<file path="src/rtl/instr_loader.sv">
// instr_loader: boot loader packing a byte stream (N, 4N LE payload bytes[, XOR checksum if LOADER_CHECKSUM_EN]) into instruction-memory word writes, holding the core until done
module instr_loader #(
  parameter logic [31:0] BASE_ADDR = 32'd0
) (
  input  logic        clk,
  input  logic        rst,
  input  logic [7:0]  in_data,
  input  logic        in_valid,
  output logic        in_ready,
  output logic        wr_en,
  output logic [31:0] wr_addr,
  output logic [31:0] wr_data,
  output logic        cpu_hold,
  output logic        load_done,
  output logic        load_err
);
  typedef enum logic [2:0] {
    HDR, DATA, WRITE, DONE
`ifdef LOADER_CHECKSUM_EN
    , CHK
`endif
  } state_t;
`ifdef LOADER_CHECKSUM_EN
  localparam state_t LAST = CHK;
`else
  localparam state_t LAST = DONE;
`endif
  state_t st, nxt;
  logic [8:0] n, idx;
  logic [1:0] cnt;
  logic [31:0] asm_word;
  logic xfer;
  assign xfer = in_valid && in_ready;
  assign wr_addr = BASE_ADDR + {21'd0, idx, 2'b00};
  assign wr_data = asm_word;
  always_ff @(posedge clk) st <= rst ? HDR : nxt;
  always_comb begin
    nxt = st;
    case (st)
      HDR:   nxt = xfer ? DATA : HDR;
      DATA:  nxt = xfer && cnt == 2'd3 ? WRITE : DATA;
      WRITE: nxt = idx + 9'd1 == n ? LAST : DATA;
`ifdef LOADER_CHECKSUM_EN
      CHK:   nxt = xfer ? DONE : CHK;
`endif
      default: nxt = st;
    endcase
  end
  always_comb begin
    in_ready  = !rst && st != WRITE && st != DONE;
    wr_en     = !rst && st == WRITE;
    cpu_hold  = rst || st != DONE;
    load_done = !rst && st == DONE;
  end
  always_ff @(posedge clk) begin
    if (rst) begin
      n        <= '0;
      idx      <= '0;
      cnt      <= '0;
      asm_word <= '0;
    end else begin
      if (xfer && st == HDR) begin
        n   <= in_data == 8'd0 ? 9'd256 : {1'b0, in_data};
        idx <= '0;
        cnt <= '0;
      end
      if (xfer && st == DATA) begin
        asm_word[8*cnt +: 8] <= in_data;
        cnt <= cnt + 2'd1;
      end
      if (st == WRITE) idx <= idx + 9'd1;
    end
  end
`ifdef LOADER_CHECKSUM_EN
  logic [7:0] csum;
  logic err;
  always_ff @(posedge clk) begin
    if (rst) begin
      csum <= '0;
      err  <= 1'b0;
    end else begin
      if (xfer && st == HDR) csum <= '0;
      if (xfer && st == DATA) csum <= csum ^ in_data;
      if (xfer && st == CHK) err <= in_data != csum;
    end
  end
  assign load_err = err;
`else
  assign load_err = 1'b0;
`endif
endmodule

</file>
<file path="config.mk">
export PLATFORM = sky130hd
export DESIGN_NAME = instr_loader
export DESIGN_NICKNAME = d
export VERILOG_FILES = /design/src/rtl/instr_loader.sv
export SDC_FILE = /design/constraint.sdc
export NUM_CORES = 1
export LEC_CHECK = 0
export ABC_AREA = 1
export BUFFER_PORTS_ARGS = -buffer_cell sky130_fd_sc_hd__buf_4
export CORE_ASPECT_RATIO = 1.4
export CORE_MARGIN = 4
export CORE_UTILIZATION = 28
export CTS_CLUSTER_SIZE = 10
export DETAILED_ROUTE_END_ITERATION = 12
export PLACE_DENSITY = 0.59
export SYNTH_ARGS = -nofsm -noshare
export SYNTH_HDL_FRONTEND = slang
export SYNTH_SLANG_ARGS = --single-unit
export TNS_END_PERCENT = 30
</file>
<file path="constraint.sdc">
create_clock -name clk -period 3 [get_ports clk]
set_input_delay 0.15 -clock clk [delete_from_list [all_inputs] [get_ports clk]]
set_output_delay 0.15 -clock clk [all_outputs]
set_load 0.05 [all_outputs]
</file>
==> results.txt, run 1 <==
1st-pass router iterations -> 4
Cells after Synth -> 400
peak supply drop -> 0.286 mV
Core Region -> 9900 um2
CTS clk-pin slew, worst paths -> 0.07 ns
crit path kind -> register to register
area growth from synthesis to layout -> 21.4%
Max FO, Critical Path -> 17
worst path arrival time -> 2.39 ns
post-DR wirelength/cell -> 12.7 um
Worst EP required -> 3.18 ns
Clk Tree Root Cell -> clkbuf_16
final WL -> 7.47 mm
top-area cell type share of the netlist area -> 0.382
post_cts resized -> 0
Boundary Pins -> 80
commonest non-fill, non-tap cells in the layout -> nand2_1 (82), buf_4 (55), dfxtp_1 (54)
Die W -> 93.0 um
placed instance count -> 579
YS warnings -> 0
Die Y -> 127 um
Hold Fails Final Rpt -> 0
CTS H-tree lvls -> 2
grt total ovfl -> 0
DRC Markers -> 0
Post-Route Setup TNS -> 0 ns
Synth Register Bits -> 54
number of routed nets with antenna violations -> 0
max_slew headroom -> 0.609
final setup fails -> 0
initial DRC count -> 123
post-route minimum period -> 2.21 ns
first-pass GRT wire length -> 12.2 mm
Clock Skews -> 0.00917 ns
hold crit path type -> input pin to register
commonest non-fill, non-tap cell in the layout -> nand2_1
Hold Path End -> wr_data[0]
Worst setup EP type -> register
kind of start point of the critical path -> register
clk sinks -> 54
Worst R2R Path Depth -> 10
RSZ-0062 raised after global routing -> false
final worst path period share -> 0.737
vias per inst -> 4.51
fin cells -> 587
Pwr per Cell Area -> 458 nW/um2
die area -> 11800 um2
HP Start -> in_data[0]
post-synthesis sequential area ratio -> 0.382
Max Slew Vio Count -> 0
layout cell share with drive strength beyond 1 -> 0.164
status -> complete, no violations
PortBufs -> 55
FF-to-FF setup slack -> 0.79 ns
Setup Fix Bufs, Post-CTS -> 0
vias in the first global route -> 2540
cell taking the most area after synthesis -> dfxtp_1
Place WS -> 0.788 ns
initial antenna violation count -> 0
routed vias -> 2648
Netlist cell types -> 23
Post-Syn Area per Cell -> 7.08 um2
Synth area leaders -> dfxtp_1 (38%), nand2_1 (11%), a21oi_1 (9.2%)
Placer Congestion -> 0.843
WHS Path Cells -> 3
FMAX -> 0.452 GHz
post-route setup slack -> 0.788 ns
number of cell rows -> 43
Worst-Margin Slew -> 0.586 ns
post-cts hold buffer count -> 0
detailed placement HPWL -> 5.71 mm
Worst R2R Start -> st[0]
Max Cap Viol -> 0
P_leak -> 1.53 nW
CTS tree -> yes
initial core utilization -> 0.286
Total GRT Usage -> 0.129
largest net degree at the start of global routing -> 38
Final nets -> 473
clock tree buffer depth -> 2
Clock Latency Late Sink -> 0.30 ns
CTS buffer count -> 5
# diodes -> 0
synthesized area -> 2830 um2
reg-to-reg endpoint -> idx[1]
[worst max-delay path by stage]
stage,start,endpoint,slack [ns],depth (start not counted)
after floorplan,st[0],n[3],0.83,10
after global placement,st[0],idx[1],0.89,10
after detailed placement,st[0],idx[1],0.79,10
after CTS,st[0],idx[1],0.77,10
after global routing,st[0],idx[1],0.48,10
final,st[0],idx[1],0.79,10
[metal layers]
layer  track usage  part of all wire
met3        0.0271             0.050
met5             0                 0
met4        0.0638             0.036
met1         0.146              0.41
met2         0.229              0.51
[Yosys cell counts, drive strengths merged]
library cell / instances
a21oi: 52
buf: 28
clkbuf: 6
clkinv: 4
conb: 1
dfxtp: 54
ha: 11
inv: 43
nand2: 87
nand3: 48
nand4: 3
nor2: 35
nor3: 1
nor4: 2
o21ai: 22
o21bai: 2
o32ai: 1
[where the power goes]
group	switching (mW)	internal, mW
clock network	0.268	0.394
registers	0.00746	0.728
logic	0.144	0.0329
[final cells by class]
| cell class | count | area [um2] |
|---|---|---|
| inverter | 47 | 189 |
| clock buffer | 5 | 125 |
| multi-input combinational | 288 | 1420 |
| tap | 135 | 169 |
| sequential | 54 | 1080 |
| timing repair buffer | 55 | 413 |
| fill | 1100 | 6460 |
| clock inverter | 3 | 45.0 |
[worst max-delay path: stages (launching register included)]
cell,delay [ns]
dfxtp_1,0.41
inv_1,0.08
ha_1,0.33
nor3_4,0.25
nand2_2,0.12
inv_1,0.11
nand2_1,0.28
nand2_1,0.21
inv_1,0.13
nand3_1,0.08
o21ai_0,0.09
[stage by stage]
stage	utilization	power, mW	hold WS (ns)	area (um2)
2_1_floorplan	-	0.914	0.299	2920
3_3_place_gp	0.330	0.928	0.453	3270
6_report	0.347	1.57	0.142	3440
3_5_place_dp	0.330	0.930	0.454	3270
5_1_grt	0.347	1.63	0.164	3440
4_1_cts	0.347	1.59	0.140	3440
[cell families after synthesis]
group,Yosys count,share of synthesized area
adders and majority gates,11,0.0486
AOI/OAI and AO/OA,77,0.139
and+or+nand+nor,176,0.281
other,1,0.00132
DFF,54,0.382
buffers and inverters,81,0.148
[state kept, by name, summed over array words and instances (netlist names)]
| register | count |
|---|---|
| idx | 9 |
| st | 2 |
| wr_data | 32 |
| cnt | 2 |
| n | 9 |
No activity file was read; power rests on OpenSTA's default activity.
==> run 2, diff against run 1 <==
PLACE_DENSITY = 0.61   (was 0.59)
clock period = 1.8 ns   (was 3 ns; I/O delays follow)
==> results.txt, run 2 (same netlist as run 1, synthesis figures left out) <==
status -> complete, no violations
crit path from -> st[0]
peak supply drop -> 0.382 mV
reg-to-reg endpoint -> wr_data[26]
crit path kind -> register to register
final setup fails -> 0
FMAX -> 0.604 GHz
Worst EP required -> 2.02 ns
Clock Skews -> 0.00736 ns
CTS tree -> yes
storage element area -> 1080 um2
Hold Fails Final Rpt -> 0
kind of start point of the critical path -> register
final WL -> 7.51 mm
Boundary Pins -> 80
die area -> 11800 um2
Worst R2R Path Depth -> 9
initial core utilization -> 0.286
DRC Markers -> 0
initial DRC count -> 128
GR Layer Usage met1 -> 0.144
Worst setup EP type -> register
M2 GR Usage -> 0.238
# diodes -> 0
post-DR wirelength/cell -> 12.6 um
CTS clk-pin slew, worst paths -> 0.07 ns
fin cells -> 597
Die W -> 93.0 um
Total GRT Usage -> 0.126
number of cell rows -> 43
Place WS -> 0.0727 ns
Largest register FFs -> 32
post-cts hold buffer count -> 0
FF-to-FF setup slack -> 0.14 ns
post-route minimum period -> 1.66 ns
placed instance count -> 588
commonest non-fill, non-tap cells in the layout -> nand2_1 (80), buf_4 (66), a21oi_1 (52)
worst hold slack -> 0.0954 ns
hold crit path type -> input pin to register
clk sinks -> 54
routed vias -> 2637
largest net degree at the start of global routing -> 27
Clock Latency Late Sink -> 0.29 ns
PortBufs -> 55
1st-pass router iterations -> 4
Clk Tree Root Cell -> clkbuf_16
area growth from synthesis to layout -> 25.0%
number of routed nets with antenna violations -> 0
initial antenna violation count -> 0
Max Cap Viol -> 0
commonest non-fill, non-tap cell in the layout -> nand2_1
final worst path period share -> 0.920
CP endpoint -> wr_data[26]
max_slew headroom -> 0.569
post-route setup slack -> 0.145 ns
Multi-input gate area -> 1450 um2
RSZ-0062 raised after global routing -> false
vias in the first global route -> 2574
Pwr per Cell Area -> 709 nW/um2
clock tree buffer depth -> 2
grt total ovfl -> 0
Placer Congestion -> 0.851
first-pass GRT wire length -> 12.1 mm
detailed placement HPWL -> 5.82 mm
worst path arrival time -> 1.88 ns
Max Slew Vio Count -> 0
layout cell share with drive strength beyond 1 -> 0.206
grt met3 use -> 0.0236
Worst-Margin Slew -> 0.646 ns
global route hottest layer -> met2
Die Y -> 127 um
CTS H-tree lvls -> 2
fill count -> 1089
final core utilization -> 0.357
Worst R2R Start -> st[0]
Core Region -> 9900 um2
P_leak -> 1.58 nW
vias per inst -> 4.42
Final nets -> 484
CTS buffer count -> 5
Max FO, Critical Path -> 10
## run 2: cell count changes in the layout (fill, tap and decap cells not counted), sizes merged
cell,previous run,this run
buf,55,66
clkinvlp,2,0
inv,43,45
bufinv,1,0
## run 2: cell type report
cell class / instances / share of cell area
multi-input combinational: 288 / 0.410
sequential: 54 / 0.307
timing repair buffer: 66 / 0.140
inverter: 47 / 0.0552
tap: 135 / 0.0477
clock buffer: 5 / 0.0354
clock inverter: 2 / 0.00495
## run 2: how the worst min path moves through the flow
stage	start	end	slack, ns	cells after the start
after detailed placement	rst	idx[2]	0.40	2
after global routing	rst	idx[2]	0.1	2
final	rst	idx[3]	0.1	2
after floorplan	in_data[0]	n[0]	0.24	2
after global placement	rst	idx[2]	0.40	2
after CTS	rst	idx[2]	0.09	2
## run 2: what timing repair did
action / CTS / global route
endpoints found under the setup margin: 0 / 23
buffers inserted: 0 / 2
gates resized for setup: 0 / 3
## run 2: through the flow
stage          cell area, um2  TNS [ns]  total power, mW
2_1_floorplan            2960     -8.38             1.53
3_3_place_gp             3380         0             1.57
3_5_place_dp             3380         0             1.57
4_1_cts                  3520         0             2.54
5_1_grt                  3540         0             2.62
6_report                 3540         0             2.51
## run 2: critical path, cell delays in order (launching register included)
cell and delay (ns):
dfxtp_2 0.38, inv_2 0.07, ha_4 0.17, nor3_4 0.19, nand2_2 0.14, nor2_8 0.19, nand2_4 0.13, clkinv_4 0.09
nand4_1 0.08, a21oi_1 0.15
## run 2: metal layers
metal  vias up  wire length [um]
met5         -                 0
li1       1370                 -
met4         0                80
met2        82              3860
met1      1177              3150
met3         8               427
## run 2: power by group
group	switching, mW	internal [mW]	leakage (nW)
logic	0.252	0.0642	1.07
registers	0.0121	1.21	0.438
clock network	0.447	0.519	0.0707
